`config.mk`:
```
export PLATFORM = sky130hd
export DESIGN_NAME = seq_voter_flat
export DESIGN_NICKNAME = d
export VERILOG_FILES = /design/src/rtl/voter_pkg.sv /design/src/rtl/seq_voter_if.sv /design/src/rtl/seq_voter_popcount_chunk.sv /design/src/rtl/seq_voter.sv /design/src/flat_wrapper.sv
export SDC_FILE = /design/constraint.sdc
export NUM_CORES = 2
export LEC_CHECK = 0
export ABC_AREA = 1
export CORE_AREA = 2 2 407 409
export DETAILED_ROUTE_END_ITERATION = 12
export DIE_AREA = 0 0 409 411
export PLACE_DENSITY = 0.62
export REMOVE_ABC_BUFFERS = 1
export SYNTH_ARGS = -nofsm -noshare
export SYNTH_HDL_FRONTEND = slang
export SYNTH_SLANG_ARGS = --single-unit
```
`constraint.sdc`:
```
create_clock -name clk -period 43.6 [get_ports clk]
set_input_delay 8.72 -clock clk [delete_from_list [all_inputs] [get_ports clk]]
set_output_delay 8.72 -clock clk [all_outputs]
set_load 0.1 [all_outputs]
```
`src/rtl/voter_pkg.sv`:
```
// rtl/voter_pkg.sv - shared types, mode codes and sizing helper for the sequential voter
package voter_pkg;

  typedef enum logic [1:0] {
    IDLE,
    ACCUM,
    DONE
  } state_t;

  localparam logic MODE_MAJ = 1'b0;
  localparam logic MODE_THR = 1'b1;

  function automatic int ceil_div(input int a, input int b);
    return (a + b - 1) / b;
  endfunction

endpackage

```
`src/rtl/seq_voter_if.sv`:
```
// rtl/seq_voter_if.sv - vote request / result handshake bundle for seq_voter
interface seq_voter_if #(
  parameter int N_INPUTS = 1001
);
  localparam int CW = $clog2(N_INPUTS + 1);

  logic                in_valid;
  logic                in_ready;
  logic [N_INPUTS-1:0] in_votes;
  logic                mode;
  logic [CW:0]         thresh;
  logic                out_valid;
  logic                out_ready;
  logic                out_vote;
  logic [CW-1:0]       out_count;

  modport master (
    output in_valid, in_votes, mode, thresh, out_ready,
    input  in_ready, out_valid, out_vote, out_count
  );

  modport slave (
    input  in_valid, in_votes, mode, thresh, out_ready,
    output in_ready, out_valid, out_vote, out_count
  );

endinterface

```
`src/rtl/seq_voter_popcount_chunk.sv`:
```
// rtl/seq_voter_popcount_chunk.sv - combinational popcount of one CHUNK-bit slice
module popcount_chunk #(
  parameter  int CHUNK = 64,
  localparam int PW    = $clog2(CHUNK + 1)
) (
  input  logic [CHUNK-1:0] bits,
  output logic [PW-1:0]    count
);

  // Written as a linear sum; synthesis rebalances it into an adder tree.
  always_comb begin
    count = '0;
    for (int i = 0; i < CHUNK; i++) begin
      count = count + PW'(bits[i]);
    end
  end

endmodule

```
`src/rtl/seq_voter.sv`:
```
// rtl/seq_voter.sv - majority / threshold voter that popcounts CHUNK bits per cycle
module seq_voter
  import voter_pkg::*;
#(
  parameter int N_INPUTS = 1001,
  parameter int CHUNK    = 64
) (
  input logic       clk,
  input logic       rst,
  seq_voter_if.slave bus
);

  localparam int CW     = $clog2(N_INPUTS + 1);
  localparam int NCHUNK = ceil_div(N_INPUTS, CHUNK);
  localparam int SW     = NCHUNK * CHUNK;
  localparam int IW     = $clog2(NCHUNK + 1);
  localparam int PW     = $clog2(CHUNK + 1);

  if (CHUNK < 1 || CHUNK > N_INPUTS) begin : g_bad_chunk
    $error("seq_voter: CHUNK must be within 1..N_INPUTS");
  end

  state_t        state, state_nx;
  logic [SW-1:0] shreg;
  logic [CW-1:0] count;
  logic [CW-1:0] count_nx;
  logic [IW-1:0] idx;
  logic          mode_q;
  logic [CW:0]   thresh_q;
  logic          vote_q;
  logic [CW-1:0] count_q;
  logic [PW-1:0] chunk_ones;
  logic          accept;
  logic          last;
  logic          decision;

  popcount_chunk #(.CHUNK(CHUNK)) u_pop (
    .bits  (shreg[CHUNK-1:0]),
    .count (chunk_ones)
  );

  // Gating with rst keeps the block from advertising ready while held in reset.
  assign bus.in_ready  = (state == IDLE) && !rst;
  assign bus.out_valid = (state == DONE);
  assign bus.out_vote  = vote_q;
  assign bus.out_count = count_q;

  assign accept   = bus.in_valid && bus.in_ready;
  assign last     = (idx == IW'(NCHUNK - 1));
  assign count_nx = count + CW'(chunk_ones);
  assign decision = (mode_q == MODE_THR) ? ({1'b0, count_nx} >= thresh_q)
                                         : (count_nx > CW'(N_INPUTS / 2));

  always_ff @(posedge clk or posedge rst) begin
    if (rst) state <= IDLE;
    else     state <= state_nx;
  end

  always_comb begin
    state_nx = state;
    case (state)
      IDLE:    if (accept) state_nx = ACCUM;
      ACCUM:   if (last) state_nx = DONE;
      DONE:    if (bus.out_ready) state_nx = IDLE;
      default: state_nx = IDLE;
    endcase
  end

  always_ff @(posedge clk or posedge rst) begin
    if (rst) begin
      shreg    <= '0;
      count    <= '0;
      idx      <= '0;
      mode_q   <= MODE_MAJ;
      thresh_q <= '0;
      vote_q   <= 1'b0;
      count_q  <= '0;
    end else begin
      case (state)
        IDLE: begin
          if (accept) begin
            shreg    <= SW'(bus.in_votes);
            mode_q   <= bus.mode;
            thresh_q <= bus.thresh;
            count    <= '0;
            idx      <= '0;
          end
        end
        ACCUM: begin
          shreg <= shreg >> CHUNK;
          count <= count_nx;
          idx   <= idx + IW'(1);
          // Result registers load on the final add so DONE presents stable values.
          if (last) begin
            vote_q  <= decision;
            count_q <= count_nx;
          end
        end
        default: ;
      endcase
    end
  end

endmodule
```
`src/flat_wrapper.sv`:
```
// flat-port wrapper written by rule: the top's interface ports become plain ports
module seq_voter_flat import voter_pkg::*;
#(
  parameter int N_INPUTS = 1001,
  parameter int CHUNK    = 64
)
  (clk, rst, bus_in_valid, bus_in_votes, bus_mode, bus_thresh, bus_out_ready, bus_in_ready, bus_out_valid, bus_out_vote, bus_out_count);
  seq_voter_if #(.N_INPUTS(N_INPUTS)) bus_i ();
  input logic clk;
  input logic rst;
  input wire logic [$bits(bus_i.in_valid)-1:0] bus_in_valid;
  input wire logic [$bits(bus_i.in_votes)-1:0] bus_in_votes;
  input wire logic [$bits(bus_i.mode)-1:0] bus_mode;
  input wire logic [$bits(bus_i.thresh)-1:0] bus_thresh;
  input wire logic [$bits(bus_i.out_ready)-1:0] bus_out_ready;
  output wire logic [$bits(bus_i.in_ready)-1:0] bus_in_ready;
  output wire logic [$bits(bus_i.out_valid)-1:0] bus_out_valid;
  output wire logic [$bits(bus_i.out_vote)-1:0] bus_out_vote;
  output wire logic [$bits(bus_i.out_count)-1:0] bus_out_count;
  assign bus_i.in_valid = bus_in_valid;
  assign bus_i.in_votes = bus_in_votes;
  assign bus_i.mode = bus_mode;
  assign bus_i.thresh = bus_thresh;
  assign bus_i.out_ready = bus_out_ready;
  assign bus_in_ready = bus_i.in_ready;
  assign bus_out_valid = bus_i.out_valid;
  assign bus_out_vote = bus_i.out_vote;
  assign bus_out_count = bus_i.out_count;
  seq_voter #(.N_INPUTS(N_INPUTS), .CHUNK(CHUNK)) u_core (.clk(clk), .rst(rst), .bus(bus_i));
endmodule
```
# Word level (Yosys, flattened, before mapping)
# Cells that the tools add are included.
# totals
reg_bits	1064
word_cells	101
in_bits	1017
# classes
n_reduce_logical	9
magnitude_cmp	2
muxes	11
eq_ne	6
addsub	65
# op_table
op	count
$pmux W1024 S2	1
$mux W1024	1
$add A7 B1 Y7	57
$pmux W10 S2	1
$ge A10 B11 Y1	1
$add A10 B7 Y10	1
$gt A10 B9 Y1 const B	1
$mux W10	1
$pmux W5 S2	1
$add A6 B1 Y7	1
$add A5 B1 Y6	1
$mux W2	3
$pmux W2 S3	1
$reduce_and A2 Y1	3
$add A4 B1 Y5	1
$add A5 B1 Y5 const B	1
$eq A5 B4 Y1 const B	1
$mux W5	1
$add A3 B1 Y4	1
$ne A2 B1 Y1 const B	2
$add A2 B1 Y3	1
$reduce_and A3 Y1	1
$add A1 B1 Y2	1
$eq A2 B1 Y1 const B	1
other kinds (7)	8

# Logic depth before layout (Yosys ltp)
# depth
ltp_word	66
ltp_mapped	33
ltp_nobuf	33

# Modules after synthesis
# A second synthesis with hierarchy kept.
# hier_totals
cells_unflattened	5857
hier_area_um2	49313.5
# by_module_without_submodules
module	instances	cells_each	area_per_inst_um2	seq_area_each_um2
seq_voter	1	5678	47605.7	26050.0
popcount_chunk	1	179	1707.9	0.0

# Least setup slack after synthesis
# No wires, ideal clock.
# synth_path
path_type	input to output
startpoint	in rst
endpoint	out bus_in_ready
path_stages	2
setup_slack_ns	24.986
t_arrival_ns	9.894
cell_sequence	nor3_2 > clkbuf_1
# synth_between
elab_chain_cells	2
# synth_lines
element	line_no	rtl
start: declaration	flat_wrapper.sv:10	input logic rst;
$logic_not A1 Y1	seq_voter.sv:43	assign bus.in_ready = (state == IDLE) && !rst;
$logic_and A1 B1 Y1	seq_voter.sv:43	
end: declaration	flat_wrapper.sv:16	output wire logic [$bits(bus_i.in_ready)-1:0] bus_in_ready;
# No other way between the ends.

# Worst setup path after layout
# Same ends and word-level chain as after synthesis.

==> impl.org <==
** GRT
- The number of antenna violations at the first check in global routing was 134.
- Global routing finished with a remaining overflow of 0.
- Global routing used 20.4% of the available tracks.
- The first global-routing pass estimated 259 mm of wire.
- Vias in the first global route :: 41,400
- Entering global routing, the biggest net connects 263 pins.

** Clock tree
- Counting along the longest clock path gives a buffer depth of 3.
- TritonCTS clock tree :: done
- Number of levels in the clock H-tree :: 3
- After clock tree synthesis, the setup repair step added 0 buffers.
- After clock tree synthesis, the repair step resized 0 gates.
- Clock Tree Root :: sky130_fd_sc_hd__clkbuf_16
- Cts hold-fix bufs :: 0
- Clock Sink Count :: 1,041
- Clock latency on the worst-skew pair, taken at its later pin, is 0.75 ns.
- After clock tree synthesis, the clock-pin slew on the worst setup and hold paths is 0.06 ns.
- Counting the buffers created by CTS gives 121.

** Worst hold path
- Min-delay src :: u_core.shreg[522]
- The tightest min-delay check is of the flip-flop to flip-flop type.
- Along the worst hold path, the cell count comes to 2.
- Min-Delay Endpoint :: u_core.shreg[522]

** Timing
- For the pin with the worst max-slew slack, the measured transition is 1.23 ns.
- For the final database, setup skew stands at 0.0576 ns.
- Maximum clock rate :: 50.9 MHz
- Post-route minimum period :: 19.63 ns
- Unrepaired setup endpoints after global routing :: no
- Setup violations remaining at the end of the flow were counted as 0.
- For the final routed database, the setup TNS stands at 0 ns.
- Final number of max-transition violations :: 0
- The final critical path takes up 45.0% of the cycle.
- Final Hold Vio Count :: 0
- Headroom to the max-slew limit came out at 18.0%.

** Run
- Max-cap violations in this run came to 0.

** Layout
- The net count of the finished layout is 7,664.
- Synthesis-to-layout area growth :: 32.3%
- Summing all non-filler instances in the final layout gives an area of 65,700 um2.
- Cells with a size suffix above 1 make up 3.86% of the layout.
- Counting the fill cells in the layout gives 16,500.

** Placement
- Number of port buffers :: 1,029
- Once placement finished, the instance area stood at 61,200 um2.
- Routability Congestion :: 0.890
- Detailed placement ended at an HPWL of 127 mm.

** Logic synthesis
- Area share of the largest cell type after synthesis :: 52.5%
- In this run, synthesis inferred 0 flip-flops with an integrated enable.
- Largest cells by area after synthesis :: sky130_fd_sc_hd__dfrtp_1 (52%), sky130_fd_sc_hd__nand2_1 (10%), sky130_fd_sc_hd__o211ai_1 (9.2%)
- After synthesis the cells add up to 49,600 um2.
- Counting every instance in the synthesized netlist gives 5,791.
- Of all flip-flops after synthesis, the portion carrying an async set or reset was 100%.
- Summing the sequential cell areas from Yosys gives 52.5% of the chip area.
- YS warnings :: 0
- In this run the mean area of a mapped cell was 8.57 um2.
- Top cell type by total area after synthesis :: sky130_fd_sc_hd__dfrtp_1
- In this run, distinct cell masters in the synthesized netlist total 30.
- The synthesized design contains 1,041 register bits.
- Most frequently used flop master after synthesis :: sky130_fd_sc_hd__dfrtp_1

** Floorplanning
- The initialized floorplan defines 149 standard-cell rows.
- Area of the core :: 164,000 um2
- Y dimension of the die :: 411 um
- Number of primary I/O pins :: 1,030
- Starting utilization of the core area :: 30.3%
- Die span in x :: 409 um
- The floorplan step defined a die boundary enclosing 168,000 um2.

** Drt
- In the routed design, unresolved DRC markers number 0.
- Once detail routing completed, the nets flagged for antenna violations numbered 0.
- Wires add up to 176 mm.
- Before antenna repair, the detailed router went through 8 iterations.
- Number of DRC markers in iteration 0 :: 3,851
- Via-to-Cell Ratio :: 4.79
- The routed layout has 42,800 vias.
- After detailed routing, the average wire length per cell comes to 19.7 um.

** Worst setup path
- STA classifies the critical path startpoint as an input port.
- The worst register-to-register path has a depth of 30.
- Max Fanout on Critical Path :: 3
- The worst setup path is captured at a primary output.
- In this run the critical register-to-register path is captured at u_core.bus.out_vote.
- Arrival time of data at the critical path endpoint :: 10.91 ns
- Worst reg2reg path startpoint :: u_core.shreg[10]
- Crit path kind :: input port to primary output
- The worst register-to-register path has a setup slack of 36.15 ns.
- For the worst setup path, the data required time is 34.88 ns.

** Run status
- The flow ran to the end, and the final reports show no timing, DRC or antenna violations.
## layer usage
metal  wire, um  share of wire [%]  vias to the layer above  track usage [%]
li1           -                  -                    20800                -
met1      72500                 41                    20500             25.3
met2      84300                 48                     1127             32.1
met3      11700                6.6                      338             5.19
met4       7150                4.1                       58             11.7
met5        370               0.21                        -                0
## layout by cell type, fill, tap and decap left out, drive strengths merged
cell	count
nand4	6
a31oi	288
nand3	78
nand3b	1
inv	766
a21o	1
o22ai	3
a22o	1
nand2	1343
o31ai	1
xor2	2
bufinv	10
nor3	2
clkinv	20
mux2	2
fa	56
clkbuf	190
diode	99
dfrtp	1041
o211ai	611
nor2	318
ha	39
clkdlybuf4s50	1027
buf	54
o21bai	1
a21oi	18
o21ai	774
## cells by family (layout without fill, tap and decap cells)
kind of cell               Yosys count  count (layout)  synth area share (%)
AOI/OAI and AO/OA                 1698            1698                  21.0
other                                0              99                     0
and+or+nand+nor                   1748            1748                  13.5
DFF                               1041            1041                  52.5
buffers and inverters             1205            2067                  9.77
xor gates and xnor gates             2               2                0.0353
muxes                                2               2                0.0454
adders and majority gates           95              95                  3.24
## critical path: stages
cell and delay [ns]:
sky130_fd_sc_hd__clkdlybuf4s50_1 0.54, sky130_fd_sc_hd__nor3_4 0.19, sky130_fd_sc_hd__buf_4 0.23, sky130_fd_sc_hd__clkdlybuf4s50_1 1.21
## how the worst max path moves through the flow
stage	from	endpoint	slack, ns	cells after the start
after CTS	rst	bus_in_ready	24.01	4
after detailed placement	rst	bus_in_ready	24.02	4
final	rst	bus_in_ready	23.97	4
after floorplan	u_core.state[1]	u_core.shreg[483]	-12.53	5
after global routing	rst	bus_in_ready	23.97	4
after global placement	rst	bus_in_ready	24.00	4
## through the flow
step / instances / setup slack, ns / util [%] / hold WS [ns]
global placement: 8618 / 24.00 / 37.4 / 0.466
finish: 8941 / 23.97 / 40.1 / 0.483
global route: 8936 / 23.97 / 40.1 / 0.499
floorplan: 5348 / -12.53 / - / 0.453
detailed placement: 8618 / 24.02 / 37.4 / 0.473
CTS: 8842 / 24.01 / 39.9 / 0.488
## flip-flops by register name, indices dropped and copies added (netlist names)
signal / flops
u_core.thresh_q: 11
u_core.count: 10
u_core.bus.out_count: 10
u_core.state: 2
u_core.bus.out_vote: 1
u_core.shreg: 1001
u_core.idx: 5
u_core.mode_q: 1
## synth_stat cells, types with 2 or more instances
library cell,instances
sky130_fd_sc_hd__a21oi_1,18
sky130_fd_sc_hd__a31oi_1,288
sky130_fd_sc_hd__buf_1,7
sky130_fd_sc_hd__buf_2,210
sky130_fd_sc_hd__buf_4,17
sky130_fd_sc_hd__clkbuf_1,209
sky130_fd_sc_hd__dfrtp_1,1041
sky130_fd_sc_hd__fa_1,56
sky130_fd_sc_hd__ha_1,39
sky130_fd_sc_hd__inv_1,760
sky130_fd_sc_hd__inv_2,2
sky130_fd_sc_hd__mux2_2,2
sky130_fd_sc_hd__nand2_1,1342
sky130_fd_sc_hd__nand3_1,78
sky130_fd_sc_hd__nand4_1,6
sky130_fd_sc_hd__nor2_1,317
sky130_fd_sc_hd__o211ai_1,611
sky130_fd_sc_hd__o21ai_0,765
sky130_fd_sc_hd__o21ai_1,9
sky130_fd_sc_hd__o22ai_1,3
sky130_fd_sc_hd__xor2_1,2
## layout make-up
| cell class | instances | area, um2 | share of cell area [%] |
|---|---|---|---|
| clock buffer | 190 | 3690 | 5.61 |
| clock inverter | 34 | 549 | 0.836 |
| tap | 2189 | 2740 | 4.17 |
| sequential | 1041 | 26100 | 39.7 |
| multi-input combinational | 3545 | 18800 | 28.6 |
| inverter | 762 | 2880 | 4.38 |
| timing repair buffer | 1081 | 10800 | 16.4 |
| antenna | 99 | 248 | 0.377 |
Power is left out: the tool's default activity adds up to more than one toggle a clock period on the data nets, which glitch-free logic cannot reach.
